--- config.mk ---
export PLATFORM = sky130hd
export DESIGN_NAME = fifo_enq_arbiter
export DESIGN_NICKNAME = d
export VERILOG_FILES = /design/src/rtl/fifo_arb_pkg.sv /design/src/rtl/fifo_arb_rr_pick.sv /design/src/rtl/fifo_enq_arbiter.sv
export SDC_FILE = /design/constraint.sdc
export NUM_CORES = 1
export LEC_CHECK = 0
export ABC_CLOCK_PERIOD_IN_PS = 1900
export CORE_AREA = 3 3 131 133
export DETAILED_ROUTE_END_ITERATION = 8
export DIE_AREA = 0 0 134 136
export SLEW_MARGIN = 0
export SYNTH_ARGS = -nofsm -noshare
export SYNTH_HDL_FRONTEND = slang
export SYNTH_HIERARCHICAL = 1
export SYNTH_SLANG_ARGS = --single-unit
export TNS_END_PERCENT = 50
--- constraint.sdc ---
create_clock -name clk -period 1.9 [get_ports clk]
set_clock_uncertainty 0.1 [all_clocks]
set_input_delay 0.19 -clock clk [delete_from_list [all_inputs] [get_ports clk]]
set_output_delay 0.19 -clock clk [all_outputs]
set_load 0.01 [all_outputs]
--- src/rtl/fifo_arb_pkg.sv ---
// Shared types, widths and helpers for the FIFO enqueue arbiter.
package fifo_arb_pkg;

    typedef enum logic {
        IDLE  = 1'b0,
        BURST = 1'b1
    } arb_state_e;

    localparam int unsigned STAT_WIDTH = 32;

    // Wrapping increment of the round-robin pointer; n need not be a power of two.
    function automatic int unsigned rr_next(input int unsigned cur, input int unsigned n);
        return (cur + 32'd1 >= n) ? 32'd0 : cur + 32'd1;
    endfunction

endpackage

--- src/rtl/fifo_arb_rr_pick.sv ---
// Rotate-priority picker: first set request scanning upward from rr_ptr, with wrap.
module fifo_arb_rr_pick
    import fifo_arb_pkg::*;
#(
    parameter int unsigned NUM_REQ = 4
) (
    input  logic [NUM_REQ-1:0]         req,
    input  logic [$clog2(NUM_REQ)-1:0] rr_ptr,
    output logic                       any_req,
    output logic [$clog2(NUM_REQ)-1:0] winner
);

    localparam int unsigned IDW = $clog2(NUM_REQ);

    int unsigned idx;

    // Scan from the far end down so the candidate closest to rr_ptr is written last.
    always_comb begin
        any_req = 1'b0;
        winner  = '0;
        idx     = 32'd0;
        for (int k = NUM_REQ - 1; k >= 0; k--) begin
            idx = 32'(rr_ptr) + 32'(k);
            if (idx >= NUM_REQ) begin
                idx = idx - NUM_REQ;
            end
            if (req[IDW'(idx)]) begin
                any_req = 1'b1;
                winner  = IDW'(idx);
            end
        end
    end

endmodule

--- src/rtl/fifo_enq_arbiter.sv ---
// Round-robin, burst-bounded arbiter sharing one FIFO enqueue port among NUM_REQ producers.
// Optional per-requester/grant statistics are enabled by defining FIFO_ARB_STATS_EN.
module fifo_enq_arbiter
    import fifo_arb_pkg::*;
#(
    parameter int unsigned NUM_REQ   = 4,
    parameter int unsigned DWIDTH    = 64,
    parameter int unsigned MAX_BURST = 4
) (
    input  logic                          clk,
    input  logic                          rst,
    input  logic [NUM_REQ-1:0]            req_valid,
    input  logic [NUM_REQ*DWIDTH-1:0]     req_data,
    output logic [NUM_REQ-1:0]            req_ready,
    output logic                          fifo_in_enque_en,
    output logic [DWIDTH-1:0]             fifo_in_data,
    input  logic                          fifo_in_valid,
    output logic [$clog2(NUM_REQ)-1:0]    grant_id,
    output logic                          busy
`ifdef FIFO_ARB_STATS_EN
    ,
    output logic [NUM_REQ*STAT_WIDTH-1:0] xfer_count,
    output logic [STAT_WIDTH-1:0]         grant_count
`endif
);

    localparam int unsigned IDW = $clog2(NUM_REQ);
    localparam int unsigned BW  = $clog2(MAX_BURST + 1);

    arb_state_e     state_q, state_d;
    logic [IDW-1:0] owner_q, owner_d;
    logic [IDW-1:0] rr_q, rr_d;
    logic [BW-1:0]  beat_q, beat_d;
    logic           any_req;
    logic [IDW-1:0] winner;
    logic           owner_valid;
    logic           xfer;

    fifo_arb_rr_pick #(
        .NUM_REQ (NUM_REQ)
    ) u_pick (
        .req     (req_valid),
        .rr_ptr  (rr_q),
        .any_req (any_req),
        .winner  (winner)
    );

    always_ff @(posedge clk or posedge rst) begin
        if (rst) begin
            state_q <= IDLE;
            owner_q <= '0;
            rr_q    <= '0;
            beat_q  <= '0;
        end else begin
            state_q <= state_d;
            owner_q <= owner_d;
            rr_q    <= rr_d;
            beat_q  <= beat_d;
        end
    end

    // Next state plus the combinational enqueue path; outputs follow state so reset clears them at once.
    always_comb begin
        state_d          = state_q;
        owner_d          = owner_q;
        rr_d             = rr_q;
        beat_d           = beat_q;
        req_ready        = '0;
        fifo_in_enque_en = 1'b0;
        fifo_in_data     = '0;
        grant_id         = '0;
        busy             = 1'b0;
        owner_valid      = req_valid[owner_q];
        xfer             = 1'b0;

        case (state_q)
            IDLE: begin
                if (any_req) begin
                    state_d = BURST;
                    owner_d = winner;
                    beat_d  = '0;
                end
            end
            BURST: begin
                busy               = 1'b1;
                grant_id           = owner_q;
                req_ready[owner_q] = fifo_in_valid;
                xfer               = owner_valid && fifo_in_valid;
                fifo_in_enque_en   = xfer;
                fifo_in_data       = req_data[32'(owner_q)*DWIDTH +: DWIDTH];
                // A dropped valid releases even when the FIFO is full; a full FIFO alone never does.
                if (!owner_valid || (xfer && beat_q == BW'(MAX_BURST - 1))) begin
                    state_d = IDLE;
                    rr_d    = IDW'(rr_next(32'(owner_q), NUM_REQ));
                    beat_d  = '0;
                end else if (xfer) begin
                    beat_d = beat_q + BW'(1);
                end
            end
            default: begin
                state_d = IDLE;
            end
        endcase
    end

`ifdef FIFO_ARB_STATS_EN
    always_ff @(posedge clk or posedge rst) begin
        if (rst) begin
            xfer_count  <= '0;
            grant_count <= '0;
        end else begin
            if (xfer) begin
                xfer_count[32'(owner_q)*STAT_WIDTH +: STAT_WIDTH] <=
                    xfer_count[32'(owner_q)*STAT_WIDTH +: STAT_WIDTH] + STAT_WIDTH'(1);
            end
            if (state_q == IDLE && any_req) begin
                grant_count <= grant_count + STAT_WIDTH'(1);
            end
        end
    end
`endif

endmodule

==> summary.txt <==
Outcome
  – Status: complete, but fails checks
  – Failing checks: negative setup slack

Setup path
  – Worst setup path start: owner_q[0]
  – CP Cell Sequence: buf_8 > buf_16 > mux4_2 > and2_4 > buf_6
  – CP bufs+invs: 3
  – Worst setup EP type: output pin
  – Slowest stage cell, crit path: mux4_2
  – Req. time, crit path: 1610 ps
  – Worst Path Max Fanout: 8
  – Startpoint class of the critical path: flip-flop
  – FF-to-FF Start: owner_q[0]
  – Crit path DAT: 1780 ps
  – Peak per-stage delay on the critical path: 490 ps
  – Delay-heaviest family, CP: multiplexers
  – CP Class: reg2out

Timing
  – Final Max Tran Viols: 0
  – Final min period: 2070 ps
  – Achievable Freq: 0.482 GHz
  – Final setup fails: 68
  – Relative max-transition margin: 0.791
  – Final clock period utilization by the worst path: 1.09
  – Fin. Hold Viols: 0
  – RSZ-0062 raised after global routing: yes
  – Worst-Margin Slew: 313 ps
  – Worst Slack Setup Final: -173 ps

Drt
  – Total Wirelength: 16,700 um
  – DRC Markers: 0
  – Vias per cell: 4.46
  – Remaining antenna violation count: 0
  – Drt initial violations: 140
  – Vias after detailed routing: 3,502
  – Drt wl/cell: 21.3 um
  – Pre-antenna DRT Iters: 4

Flow run
  – Max-Cap Viols: 0

Place
  – Placer Congestion: 0.922
  – Cell Area, Placed: 0.00635 mm2
  – Setup WS pre-CTS: -342 ps
  – Number of I/O port buffers: 334
  – Dpl hpwl: 13,500 um

Clock tree
  – Cell chosen for the clock root: clkbuf_16
  – CTS tree: built
  – Clock-pin slew on the worst setup and hold paths: 40 ps
  – Num CTS Buffers: 3
  – Clk sink count: 8
  – CTS Buffer Depth: 2
  – Clock Latency Late Sink: 230 ps
  – H-tree depth: 1

Floorplan
  – Cell row count: 46
  – Core area: 0.0159 mm2
  – Die height: 136 um
  – Chip Width: 134 um
  – IO Pins: 335
  – Initial Utilization: 0.161
  – Die area: 0.0182 mm2

Logic synthesis
  – Post-synth EDFFs: 0
  – Synth Warn #: 6
  – Yosys reg bits: 8
  – Synthesized area: 0.00257 mm2
  – Ys async rst share: 1.00
  – Post-Syn Instances: 219
  – Register area share after synthesis: 0.0778
  – Distinct cell type count after synthesis: 26
  – Synthesized Nets: 488
  – Primary FF master, synth: dfrtp_1
  – Mean Syn Cell Area: 11.8 um2

Cells and area
  – Number of fill cells: 1,528
  – Cell area after layout: 0.00669 mm2
  – Share of layout cells above drive strength 1: 0.401
  – Multi-input gate area: 0.00235 mm2
  – Layout net count: 838
  – Syn-to-layout area delta: 160%
  – Register area: 206 um2

Power
  – Static Leak: 0.00263 uW
  – VDD IR max: 0.000589 V
  – Power Dens Cells: 1170 mW/mm2

GRT
  – Grt ovf: 0
  – Initial antenna violation count: 2
  – Largest net degree at the start of global routing: 39
  – First-pass GRT wire length: 24,000 um
  – Vias in the first global route: 3,895
  – Tot GR Track Use: 0.171

Min path
  – Min-Delay Path Class: in2async
## cell usage in the layout (no fill, tap or decap), drive strengths merged
master	count
a211oi	3
a21oi	1
a31oi	1
and2	64
and3	5
buf	103
clkbuf	5
clkdlybuf4s50	263
dfrtp	8
diode	1
dlygate4sd2	1
ha	6
inv	7
mux2	3
mux2i	1
mux4	65
nand2	10
nand2b	2
nand3	1
nor2	6
nor2b	2
nor3b	1
o21ai	7
o21bai	1
o2bb2ai	1
or2	1
## area by class of cell
type	instances	share of cell area
repair buffers	368	0.561
multi-input cells	181	0.351
well taps	216	0.0404
flip-flops and latches	8	0.0308
clock buffers	4	0.0118
inverters	7	0.00430
diodes	1	0.000374
## report_power, final
part	total (uW)	switching (uW)	internal [uW]
Combinational	7130	2700	4430
Clock	368	87.9	280
Sequential	355	106	249
Total	7860	2890	4960
## through the flow
stage                     total power (uW)  setup TNS, ps  hold WS, ps  instances  utilization
after floorplan                       3540              0        -94.3        219            -
after global placement                6550         -19260          362        771        0.398
after detailed placement              6630         -20320          358        771        0.398
after CTS                             7460         -11180          110        787        0.410
after global routing                  8340         -12730          153        785        0.420
final                                 7860          -9010          108        785        0.420
## cells by family (layout without fill, tap and decap cells)
family | after synthesis | count (layout) | share of synthesized area
AO/OA/AOI/OAI | 14 | 14 | 0.0350
flip-flops | 8 | 8 | 0.0778
buffers and inverters | 30 | 379 | 0.0627
adder cells (fa/ha/maj) | 6 | 6 | 0.0292
AND/OR/NAND/NOR | 92 | 92 | 0.208
multiplexers | 69 | 69 | 0.587
other | 0 | 1 | 0
## layer usage
metal	wire length, um	track usage
met4	174	0.0211
met2	8560	0.303
met3	1140	0.0385
met5	13	0
met1	6850	0.219
## worst paths after layout
| kind | depth (start not counted) | endpoint | slack, ps |
|---|---|---|---|
| setup / recovery | 5 | fifo_in_data[37] | -170 |
| hold / removal | 2 | rr_q[0] | 110 |
| setup reg to reg | 7 | rr_q[1] | -150 |
| hold reg to reg | 2 | beat_q[2] | 400 |
| max in group asynchronous | 2 | owner_q[0] | 1320 |
| min in group clk | 2 | beat_q[2] | 400 |
## flip-flops by register name, indices dropped and copies added (netlist names)
register / count
beat_q: 3
owner_q: 2
rr_q: 2
state_q: 1
## Yosys cell counts, drive strengths merged, types with 2 or more instances
master  count  area (um2)
ha          6        75.1
and2       64         400
a211oi      3        27.5
buf        14         101
inv         7        26.3
nand2      10        37.5
mux2        3        37.5
nor2b       2        12.5
nor2        6        22.5
mux4       65        1460
nand2b      2        12.5
clkbuf      9        33.8
and3        5        31.3
dfrtp       8         200
o21ai       7        35.0
## timing repair
action	4_1_cts	5_1_grt
buffers inserted	6	0
setup endpoints to repair	75	74
gates resized for setup	340	62
pin swaps	56	4
endpoints found under the hold margin	0	0
gates cloned	7	0
hold buffers	0	0
Power figures use the tool's default switching activity.
